<file path="src/rtl/scalar_pkg.sv">
// Shared types and constants for the scalar issuer and its result FIFO.
package scalar_pkg;

  localparam int ELEM_IL = 4;
  localparam int ELEM_FL = 16;

  typedef logic signed [ELEM_IL+ELEM_FL-1:0] elem_t;

  typedef enum logic [2:0] {
    ST_IDLE,
    ST_ISSUE,
    ST_FIRE,
    ST_WAIT,
    ST_DRAIN
  } issuer_state_t;

  localparam logic [1:0] UNIT_IDLE = 2'b00;
  localparam logic [1:0] UNIT_BUSY = 2'b01;
  localparam logic [1:0] UNIT_DONE = 2'b10;
  localparam logic [1:0] UNIT_ERR  = 2'b11;

  localparam logic [1:0] MODE_ADD = 2'b00;
  localparam logic [1:0] MODE_SUB = 2'b01;
  localparam logic [1:0] MODE_MUL = 2'b10;
  localparam logic [1:0] MODE_DIV = 2'b11;

endpackage

</file>
<file path="src/rtl/result_fifo.sv">
// Pointer-based result FIFO with registered count/full/empty flags.
// A push is accepted while full if a pop happens in the same cycle.
module result_fifo #(
  parameter int WIDTH = 321,
  parameter int DEPTH = 4
) (
  input  logic             clk,
  input  logic             reset,
  input  logic             push,
  input  logic [WIDTH-1:0] push_data,
  input  logic             pop,
  output logic [WIDTH-1:0] pop_data,
  output logic             full,
  output logic             empty
);

  localparam int AW = $clog2(DEPTH);

  logic [WIDTH-1:0] mem_q [DEPTH];
  logic [WIDTH-1:0] mem_d [DEPTH];
  logic [AW-1:0]    wr_ptr_q, wr_ptr_d;
  logic [AW-1:0]    rd_ptr_q, rd_ptr_d;
  logic [AW:0]      count_q, count_d;
  logic             full_q, full_d;
  logic             empty_q, empty_d;
  logic             do_push, do_pop;

  always_comb begin
    do_pop   = pop && !empty_q;
    do_push  = push && (!full_q || do_pop);
    mem_d    = mem_q;
    wr_ptr_d = wr_ptr_q;
    rd_ptr_d = rd_ptr_q;
    if (do_push) begin
      mem_d[wr_ptr_q] = push_data;
      wr_ptr_d        = wr_ptr_q + AW'(1);
    end
    if (do_pop) begin
      rd_ptr_d = rd_ptr_q + AW'(1);
    end
    case ({do_push, do_pop})
      2'b10:   count_d = count_q + (AW+1)'(1);
      2'b01:   count_d = count_q - (AW+1)'(1);
      default: count_d = count_q;
    endcase
    full_d  = (count_d == (AW+1)'(DEPTH));
    empty_d = (count_d == '0);
  end

  always_ff @(posedge clk or negedge reset) begin
    if (!reset) begin
      mem_q    <= '{default: '0};
      wr_ptr_q <= '0;
      rd_ptr_q <= '0;
      count_q  <= '0;
      full_q   <= 1'b0;
      empty_q  <= 1'b1;
    end else begin
      mem_q    <= mem_d;
      wr_ptr_q <= wr_ptr_d;
      rd_ptr_q <= rd_ptr_d;
      count_q  <= count_d;
      full_q   <= full_d;
      empty_q  <= empty_d;
    end
  end

  assign pop_data = mem_q[rd_ptr_q];
  assign full     = full_q;
  assign empty    = empty_q;

endmodule

</file>
<file path="src/rtl/scalar_issuer.sv">
// Command-driven initiator: streams operand pairs into the scalar unit one at a
// time and queues each result, tagged with last-of-command, in a small FIFO.
module scalar_issuer
  import scalar_pkg::*;
#(
  parameter int IL    = 4,
  parameter int FL    = 16,
  parameter int size  = 16,
  parameter int DEPTH = 4
) (
  input  logic                 clk,
  input  logic                 reset,
  input  logic                 cmd_valid,
  output logic                 cmd_ready,
  input  logic [1:0]           cmd_mode,
  input  logic [7:0]           cmd_count,
  input  logic                 src_valid,
  output logic                 src_ready,
  input  logic signed [IL+FL-1:0] src_a [size],
  input  logic signed [IL+FL-1:0] src_b [size],
  output logic [1:0]           unit_mode,
  output logic                 unit_input_ready,
  output logic signed [IL+FL-1:0] unit_in1 [size],
  output logic signed [IL+FL-1:0] unit_in2 [size],
  input  logic [1:0]           unit_state,
  input  logic signed [IL+FL-1:0] unit_out [size],
  output logic                 unit_output_taken,
  output logic                 res_valid,
  input  logic                 res_ready,
  output logic signed [IL+FL-1:0] res_data [size],
  output logic                 res_last,
  output logic                 busy,
  output logic                 done,
  output logic                 err
);

  localparam int EW = IL + FL;
  localparam int FW = size * EW + 1;

  issuer_state_t        state_q, state_d;
  logic [1:0]           mode_q, mode_d;
  logic [7:0]           remaining_q, remaining_d;
  logic signed [EW-1:0] in1_q [size];
  logic signed [EW-1:0] in1_d [size];
  logic signed [EW-1:0] in2_q [size];
  logic signed [EW-1:0] in2_d [size];
  logic                 done_q, done_d;
  logic                 err_q, err_d;
  logic                 fifo_push, fifo_full, fifo_empty;
  logic [FW-1:0]        fifo_push_data, fifo_pop_data;

  // The not-full gate here is what guarantees room for the one in-flight result.
  assign src_ready         = (state_q == ST_ISSUE) && (unit_state == UNIT_IDLE) && !fifo_full;
  assign cmd_ready         = (state_q == ST_IDLE);
  assign busy              = (state_q != ST_IDLE);
  assign unit_input_ready  = (state_q == ST_FIRE);
  assign unit_output_taken = (state_q == ST_WAIT) && (unit_state == UNIT_DONE);

  always_comb begin
    state_d     = state_q;
    mode_d      = mode_q;
    remaining_d = remaining_q;
    in1_d       = in1_q;
    in2_d       = in2_q;
    done_d      = 1'b0;
    err_d       = err_q || (unit_state == UNIT_ERR);
    fifo_push   = 1'b0;
    case (state_q)
      ST_IDLE: begin
        if (cmd_valid) begin
          mode_d      = cmd_mode;
          remaining_d = cmd_count;
          if (cmd_count == 8'd0) done_d = 1'b1;
          else                   state_d = ST_ISSUE;
        end
      end
      ST_ISSUE: begin
        if (src_valid && src_ready) begin
          in1_d   = src_a;
          in2_d   = src_b;
          state_d = ST_FIRE;
        end
      end
      ST_FIRE: state_d = ST_WAIT;
      ST_WAIT: begin
        if (unit_state == UNIT_DONE) begin
          fifo_push   = 1'b1;
          remaining_d = remaining_q - 8'd1;
          state_d     = (remaining_q > 8'd1) ? ST_ISSUE : ST_DRAIN;
        end
      end
      ST_DRAIN: begin
        if (fifo_empty) begin
          done_d  = 1'b1;
          state_d = ST_IDLE;
        end
      end
      default: state_d = ST_IDLE;
    endcase
  end

  always_ff @(posedge clk or negedge reset) begin
    if (!reset) begin
      state_q     <= ST_IDLE;
      mode_q      <= 2'b00;
      remaining_q <= 8'd0;
      in1_q       <= '{default: '0};
      in2_q       <= '{default: '0};
      done_q      <= 1'b0;
      err_q       <= 1'b0;
    end else begin
      state_q     <= state_d;
      mode_q      <= mode_d;
      remaining_q <= remaining_d;
      in1_q       <= in1_d;
      in2_q       <= in2_d;
      done_q      <= done_d;
      err_q       <= err_d;
    end
  end

  always_comb begin
    fifo_push_data = '0;
    for (int i = 0; i < size; i++) begin
      fifo_push_data[i*EW +: EW] = unit_out[i];
    end
    fifo_push_data[FW-1] = (remaining_q == 8'd1);
  end

  result_fifo #(
    .WIDTH (FW),
    .DEPTH (DEPTH)
  ) u_fifo (
    .clk       (clk),
    .reset     (reset),
    .push      (fifo_push),
    .push_data (fifo_push_data),
    .pop       (res_ready),
    .pop_data  (fifo_pop_data),
    .full      (fifo_full),
    .empty     (fifo_empty)
  );

  always_comb begin
    for (int i = 0; i < size; i++) begin
      res_data[i] = fifo_pop_data[i*EW +: EW];
    end
  end

  assign res_valid = !fifo_empty;
  assign res_last  = fifo_pop_data[FW-1];
  assign unit_mode = mode_q;
  assign unit_in1  = in1_q;
  assign unit_in2  = in2_q;
  assign done      = done_q;
  assign err       = err_q;

endmodule

</file>
<file path="config.mk">
export PLATFORM = sky130hd
export DESIGN_NAME = scalar_issuer
export DESIGN_NICKNAME = d
export VERILOG_FILES = /design/src/rtl/scalar_pkg.sv /design/src/rtl/result_fifo.sv /design/src/rtl/scalar_issuer.sv
export SDC_FILE = /design/constraint.sdc
export NUM_CORES = 2
export LEC_CHECK = 0
export CORE_AREA = 2 2 756 758
export DETAILED_ROUTE_END_ITERATION = 8
export DIE_AREA = 0 0 758 760
export PLACE_DENSITY = 0.32
export SETUP_SLACK_MARGIN = 0.02
export SYNTH_ARGS = -nofsm -noshare
export SYNTH_HDL_FRONTEND = slang
export SYNTH_SLANG_ARGS = --single-unit
</file>
<file path="constraint.sdc">
create_clock -name clk -period 3.55 [get_ports clk]
set_clock_uncertainty 0.1 [all_clocks]
set_input_delay 0.355 -clock clk [delete_from_list [all_inputs] [get_ports clk]]
set_output_delay 0.355 -clock clk [all_outputs]
set_load 0.01 [all_outputs]
</file>
======== Yosys cells after proc, flatten, opt, wreduce, memory -nomap -nowiden ========
Index checks and enable logic that the tools add are counted.
cells by class
  add/sub/neg operators ................... 5
  multiply operators ...................... 0
  divide/modulo/power cells ............... 0
  magnitude comparators ................... 4
  eq/ne operators ......................... 15
  shifts and indexed selects .............. 0
  mux-type cells .......................... 23
  bitwise operators ....................... 2
  reduce and logical (&&, ||, !) cells .... 21
operator list
  operator             number
  $bwmux 1284          1
  $mux 321             3
  $bmux 321 s2         1
  $demux 321 s2        1
  $mux 3               6
  $mux 8               2
  $pmux 8 s2           1
  $pmux 3 s5           1
  $eq 8x1->1 const B   1
  $gt 8x1->1 const B   1
  $logic_not 8->1      1
  $sub 8x1->8 const B  1
  $logic_and 1x1->1    7
  $eq 2x2->1 const B   3
  $eq 3x2->1 const B   2
  $eq 3x3->1 const B   2
  $ge 3x3->1 const B   2
  $logic_not 3->1      2
  $ne 2x1->1 const B   3
  $not 2->3            2
  $pmux 3 s2           1
  $mux 1               5
  $reduce_and 5->1     1
  $add 2x1->2 const B  2
  14 further kinds     18
word-level totals
  flip-flop bits (word level) ............. 1,948
  latch bits .............................. 0
  memory bits (writable) .................. 0
  ROM bits ................................ 0
  input port bits ......................... 977
  logic and storage cells ................. 116
  memories kept ........................... 0

======== Depth between registers and ports, before layout ========
  word-level depth ........................ 7
  mapped depth ............................ 10

======== By module ========
Synthesis repeated with hierarchy kept, for this count alone.
second synthesis, totals
  cell total of the unflattened synthesis .. 4,605
  area, all modules ....................... 81,169.1 um2
by module, submodules not included
  module         times used  cells an instance  area an instance (um2)  seq. area each (um2)
  result_fifo    1           3,151              56,062.5                32,357.3
  scalar_issuer  1           1,454              25,106.6                16,390.7

======== Least setup slack after synthesis ========
No wires, ideal clock.
  kind .................................... reg2reg
  start point ............................. register u_fifo.empty_q, in the netlist u_fifo.empty
  end point ............................... register u_fifo.full_q, in the netlist u_fifo.full
  library setup time ...................... 73 ps
  arrival time ............................ 2,246 ps
  setup slack ............................. 1,131 ps
  cell stages (with the launch flop) ...... 9
  path buffers ............................ 0
  period minus slack after synthesis ...... 2,419 ps
  cell sequence ........................... dfstp_2 nand2b_1 a211oi_4 inv_1 ha_1 fa_1 mux2_2 or2_2 nor2b_1
between the ends
  word-level cells in the longest chain between the ends .. 7
  elaborated cells on any way between the ends .. 8
  those cells by class .................... 3 x eq/ne; 1 x mux; 4 x reduce/logical
RTL lines
  element                                          line               text
  start, declared                                  result_fifo.sv:25  logic empty_q, empty_d;
  start signal, assigned                           result_fifo.sv:64  empty_q <= empty_d;
  $logic_not 1->1 *                                result_fifo.sv:29  do_pop = pop && !empty_q;
  $logic_and 1x1->1 *                              result_fifo.sv:29
  $logic_or 1x1->1                                 result_fifo.sv:30  do_push = push && (!full_q || do_pop);
  $logic_and 1x1->1                                result_fifo.sv:30
  $eq 2x1->1 / $eq 2x2->1 (equally long branches)  result_fifo.sv:41  case ({do_push, do_pop})
  $pmux 3 s2 *                                     result_fifo.sv:41
  via u_fifo.count_d[1]                            result_fifo.sv:23  logic [AW:0] count_q, count_d;
  $eq 3x3->1 *                                     result_fifo.sv:46  full_d = (count_d == (AW+1)'(DEPTH));
  via u_fifo.full_d                                result_fifo.sv:24  logic full_q, full_d;
  end signal, assigned                             result_fifo.sv:63  full_q <= full_d;
  end, declared                                    result_fifo.sv:24
Mark *: on every way through the listed nets, which the timed path passes. The rest lies on a longest branch.
A chain may end at the register's enable or synchronous reset.

==> metrics.yaml <==
outcome:
  status: "complete, no violations"
clocking:
  cts_root_buf: "clkbuf_16"
  clk_pin_slew_ns: 0.06
  clkSinkCount: 1948
  cts_buffers: 283
  cts_tree: "built"
  cts_buffer_depth: 4
  clock_latency_ns: 0.93
  htree_levels: 5
worst_setup_path:
  cp_cell_sequence: "buf_12 -> buf_16 -> buf_8 -> bufbuf_16 -> mux4_2 -> clkdlybuf4s15_1"
  cp_data_arrival_time_ns: 2.96
  start_kind: "flip-flop"
  crit_buf_inv: 5
  crit_type: "reg2out"
  cp_max_fo: 13
  required_ns: 3.09
  r2r_slack_ns: 0.75
  max_stage_delay_ns: 0.54
  r2r-start: "state_q[0]"
  end_kind: "output port"
  r2r_cells: 8
  slowest_stage: "dfrtp_4"
  cp_top_family: "buffers and inverters"
  r2r_end: "u_fifo.empty"
global_route:
  track_usage_pct: 20.1
  grt_overflow: 0
  grt_max_degree: 134
  grt_pass1_vias: 61799
  antenna_found_initial: 515
  grt_pass1_wl_um: 747000
die:
  die_w_um: 758
  core_area_mm2: 0.568
  num_rows: 277
  initial_core_util_pct: 14.6
  pin_count: 1948
  dieArea_mm2: 0.576
  die-height_um: 760
sta:
  fmax_mhz: 293
  min_period_ns: 3.42
  finalHoldViolCount: 0
  tightest_slew_ns: 1.19
  rsz0062_at_grt: "true"
  slew_headroom_pct: 20.1
  setup_viol: 0
  tns_ns: 0
  period_share_pct: 96.3
  maxSlewViolCount: 0
yosys:
  synthAdderAreaFrac_pct: 0.130
  synth_cell_types: 52
  synthXorXnorAreaFrac_pct: 0.0634
  avgSynthCellArea_um2: 18.0
  synthTopCellsByCount: "dfrtp_1, mux2_1, mux2_4"
  yosys-top-cells-area: "dfrtp_1, mux2_1, mux2_4, mux4_2, mux2_2"
  yosysSeqAreaShare_pct: 58.8
  ys.flop_type: "dfrtp_1"
  synth_nets: 5585
  synth_simple_gate_area_share_pct: 0.341
  yosysWarnings: 0
  syn_inst: 4600
  synthDominantCellAreaShare_pct: 58.8
  syn_area_mm2: 0.0829
  ys_ff_latch: 1948
  synth-compound-area-share_pct: 0.266
  async_reset_ff_share_pct: 100
  synth_top_cell_by_area: "dfrtp_1"
  synth_top_family_by_area: "multiplexers"
  synth_edf_count: 0
  synth.area.mux_share_pct: 37.1
  synth_most_common_cell: "dfrtp_1"
route:
  routed_wirelength_um: 597000
  postRouteAntennaNets: 0
  drc: 0
  dr.pass1.iters: 5
  drtIter0Drc: 3216
  avgRoutedWirePerCell_um: 38.2
  vias: 58086
  via_per_inst: 3.72
finish:
  area_growth_pct: 58.9
  fin_nets: 8676
  multi_input_area_mm2: 0.0314
  seq_area_mm2: 0.0488
  fillers: 59607
  layout-drive-gt1-share_pct: 24.2
power_and_ir_drop:
  power_frac_seq_pct: 32.3
  clkPwrFrac_pct: 24.2
  pwr-share-comb_pct: 43.5
  power_density_mw_per_mm2: 918
  intPower_mw: 74.7
  p_sw_mw: 46.1
  p_leak_nw: 58.7
  p_sw_share_pct: 38.2
  fin_total_pwr_mw: 121
  vdd_drop_max_v: 0.000555
min_path:
  hold_path.startpoint: "src_b[300]"
  min_path_cells: 2
  holdPathEnd: "unit_in2[300]"
  min_path_type: "in2reg"
run:
  maxCapViolCount: 0
placement:
  place.gp.congestion: 1.01
  io_buffers: 1947
  dp_hpwl_um: 494000
==> power groups by stage <==
stage	Combinational (mW)	Clock, mW	Sequential (mW)
2_1_floorplan	18.9	0	37.8
3_3_place_gp	52.0	0	38.9
3_5_place_dp	52.3	0	39.4
4_1_cts	54.5	30.5	39.0
5_1_grt	54.6	31.3	40.1
6_report	52.5	29.3	39.1
==> layer usage <==
layer / vias to the layer above / part of all wire, % / track usage [%]
met5: - / 0.28 / 0
met4: 256 / 4.5 / 7.10
met3: 1059 / 8.7 / 7.39
met2: 2453 / 46 / 32.9
met1: 30750 / 40 / 24.2
li1: 23568 / - / -
==> worst max path at each step <==
| stage | slack, ns | depth (start not counted) | from | endpoint |
|---|---|---|---|---|
| after floorplan | 1.13 | 8 | u_fifo.empty | u_fifo.full |
| after global placement | -0.11 | 9 | unit_state[1] | u_fifo.empty |
| after detailed placement | -0.04 | 9 | unit_state[1] | u_fifo.empty |
| after CTS | -0.10 | 6 | u_fifo.rd_ptr_q[0] | res_data[192] |
| after global routing | -0.0003 | 5 | u_fifo.rd_ptr_q[0] | res_data[168] |
| final | 0.13 | 6 | u_fifo.rd_ptr_q[1] | res_data[96] |
==> timing repair <==
action,in CTS,in global routing
pin swaps,0,0
hold buffers,869,0
buffers inserted,67,1
endpoints found under the setup margin,319,40
resized for setup,602,69
cloned,19,1
endpoints found under the hold margin,2339,0
==> sequential cells by signal, summed over array words and instances, names as in the netlist, 2 cells and up <==
register	count
unit_in1	320
u_fifo.count_q	3
state_q	3
u_fifo.rd_ptr_q	2
u_fifo.mem_q	1284
u_fifo.wr_ptr_q	2
remaining_q	8
unit_mode	2
unit_in2	320
==> worst register-to-register path, cell delays in order, from the launching register on <==
cell and delay, ns:
dfrtp_1 0.54, nand3b_1 0.27, a211oi_4 0.30, inv_1 0.11, ha_1 0.24, fa_1 0.44
mux2_2 0.28, or2_2 0.31, nor2_1 0.14
==> cell usage in the layout, fill, tap and decap left out, types with 8 or more instances in the layout <==
master / n
dfrtp_1: 1945
clkdlybuf4s50_1: 1626
mux2_1: 1156
dlygate4sd3_1: 868
mux2_4: 489
mux4_2: 321
clkbuf_16: 286
mux2_2: 278
dlygate4sd2_1: 194
diode_2: 187
buf_4: 127
buf_12: 119
clkbuf_1: 82
buf_2: 64
clkbuf_8: 59
clkinv_2: 31
buf_16: 29
clkdlybuf4s15_2: 20
clkdlybuf4s15_1: 20
bufinv_16: 15
inv_1: 14
nand2_1: 12
bufbuf_16: 12
o21ai_0: 8
clkinv_16: 8
clkbuf_2: 8
==> cells by family (layout without fill, tap and decap cells) <==
group,count (synthesis),count (layout)
DFF,1948,1948
buffers and inverters,308,3615
adders and majority gates,8,8
AOI/OAI and AO/OA,32,32
muxes,2249,2249
other,0,187
and+or+nand+nor,49,49
xor gates and xnor gates,6,6
==> through the flow <==
stage	std cells	setup slack, ns	util (%)	hold slack [ns]	instance area, µm²
after floorplan	4600	1.13	-	-0.0406	82900
after global placement	13982	-0.109	19.8	0.287	112000
after detailed placement	13982	-0.0392	19.8	0.283	112000
after CTS	15438	-0.104	23.1	0.000497	131000
after global routing	15520	-0.000276	23.1	0.0227	131000
final	15627	0.132	23.2	0.0619	132000
==> area by class of cell <==
| cell class | instances | share of cell area (%) |
|---|---|---|
| antenna | 187 | 0.355 |
| clock buffer | 426 | 6.27 |
| clock inverter | 75 | 0.862 |
| inverter | 15 | 0.0428 |
| multi-input combinational | 2344 | 23.9 |
| sequential | 1948 | 37.0 |
| tap | 7533 | 7.16 |
| timing repair buffer | 3099 | 24.4 |
No activity file was read; power rests on OpenSTA's default activity.
==> RTL edit, RTL diff (same settings) <==
Put one more register stage on the output `err`, cleared by the reset. The value now appears one clock later. The other outputs are not delayed to match.
--- a/src/rtl/scalar_issuer.sv
+++ b/src/rtl/scalar_issuer.sv
@@ -154,5 +154,11 @@
   assign unit_in2  = in2_q;
   assign done      = done_q;
-  assign err       = err_q;
+  always_ff @(posedge clk or negedge reset) begin
+    if (!reset) begin
+      err <= '0;
+    end else begin
+      err <= err_q;
+    end
+  end
 
 endmodule
Check against the original RTL: not settled (the Yosys comparison gave no result); the edit may change what the design does.
==> RTL edit against the original RTL <==
  * Sequential cell count up 1
  * Power down 7.1%
  * Via count down 5.4%
  * Largest cell class unchanged
  * Critical endpoint is now res_data[40]
  * Worst setup slack better by 0.020 ns
  * Wire length down 32%
  * Global-route usage down 6.6 points
  * Final area down 1.8%
  * Synthesized cell count unchanged
  * Sequential share of layout area up 0.69 points
  * Area after synthesis down 2.4%
  * Critical path depth down 1
  * Fmax up 0.60%
  * Combinational power down 12%
  * Largest power group unchanged
==> RTL edit: results (changes against the original RTL) <==
detailed_routing:
  routedWlPerCell_um: 26.0  # -32%
  route.met2.wl_um: 209000  # -24%
  route.met3.wl_um: 27500  # -47%
  drt-initial-drc-count: 1835  # -43%
layout:
  sh_seq_area_pct: 37.7  # +0.69 points
  n_all_inverters: 14  # -1
  drive_above_1_share_pct: 32.3  # +8.2 points
  largest_register_ffs: 1284  # unchanged
  fillCellCount: 59800  # +0.33%
  multi_input_area_share_pct: 22.9  # -1.0 points
  nClkBuffers: 395  # -7.3%
  buf_share_pct: 25.0  # +0.63 points
  buffers: 3185  # +2.8%
  fin_nets: 8752  # +0.88%
  clk_share_pct: 6.88  # -0.25 points
  antenna_cells: 82  # -56%
  seq_cells: 1949  # +0.051%
min_path:
  worstHoldPathType: "input pin to register"
  hp-start: "src_a[16]"
synth:
  ys_seq_area_share_pct: 60.3  # +1.5 points
  async_flop_share_pct: 100  # unchanged
  synth.area.top_cells: "dfrtp_1, mux2_2, mux4_2"
  synth_cell_type_count: 50  # -3.8%
  netlist_top_cells_count: "dfrtp_1, mux2_2, mux2_1"
critical_path:
  crit_start: "u_fifo.rd_ptr_q[0]$_DFFE_PN0P_"
  r2r-start: "state_q[2]$_DFFE_PN0P_"
  rr_worst_depth: 10  # +2
  cp_max_fo: 17  # +4
  arrival_ns: 2.94  # -0.02 ns
sta:
  max_slew.worst_pin.slew_ns: 0.979  # -0.215 ns
  setup_ws_ns: 0.152  # +0.0202 ns
global_routing:
  grtUsageTotal_pct: 13.6  # -6.6 points
  grt_max_degree: 86  # -36%
  grt_util_met3_pct: 4.09  # -3.3 points
  grt_pass1_vias: 61600  # -0.24%
  grt.met2_usage_pct: 24.9  # -8.0 points
  grt_pass1_wl_um: 548000  # -27%
power_and_ir_drop:
  p_leak_nw: 54.5  # -7.1%
  power.density_nw_per_um2: 868  # -5.5%
  ir_drop_mv: 0.374  # -33%
placed_design:
  placed_cell_area_um2: 110000  # -1.5%
  dp_cells: 14000  # +0.48%
  hpwl_um: 309000  # -37%
status:
  status: "finished clean"
clock_tree:
  insertion_delay_ns: 0.90  # -0.03 ns
-- RTL edit: cell count changes after synthesis, moves of 8 or more --
cell | unedited run | this run
mux2_2 | 278 | 1434
buf_2 | 47 | 55
buf_8 | 10 | 1
buf_6 | 172 | 10
buf_4 | 17 | 131
mux2_1 | 1156 | 489
buf_12 | 1 | 45
mux2_4 | 489 | 0
-- RTL edit: worst paths after layout --
check                                                end  slack (ns)
max reg2reg                        u_fifo.full$_DFF_PN0_        0.68
min                             unit_in1[16]$_DFFE_PN0P_        0.09
min reg2reg                                err$_DFF_PN0_        0.29
min in group asynchronous  u_fifo.mem_q[335]$_DFFE_PN0P_        0.13
max                                         res_data[40]        0.15
max in group asynchronous          u_fifo.full$_DFF_PN0_        2.12
-- RTL edit: worst max-delay path, stage by stage, from the launching register on --
cell             delay (ns)
dfrtp_4                0.47
buf_16                 0.17
buf_12                 0.14
buf_16                 0.19
mux4_2                 0.52
clkdlybuf4s50_1        0.55
-- RTL edit: logic make-up (layout without fill, tap and decap cells) --
group / Yosys count / count (layout) / share of synthesized area, %
adders and majority gates: 8 / 8 / 0.133
AOI/OAI and AO/OA: 34 / 34 / 0.280
xor gates and xnor gates: 6 / 6 / 0.0650
other: 0 / 82 / 0
buffers and inverters: 307 / 3675 / 3.13
muxes: 2248 / 2248 / 35.8
and+or+nand+nor: 48 / 48 / 0.340
DFF: 1949 / 1949 / 60.3
-- RTL edit: repair_timing --
action                                  CTS  global route
gates resized for setup                 356            95
pin swaps                                 0             0
gates cloned                              4             3
setup endpoints to repair               280            85
endpoints found under the hold margin  2971             0
buffers inserted                         16            20
hold buffers                            933             0
-- RTL edit: power by group --
group          internal (mW)  switching (mW)  leakage, nW
Clock                   16.2            11.4         4.38
Sequential              32.4            6.13         24.7
Combinational           24.2            21.9         25.5
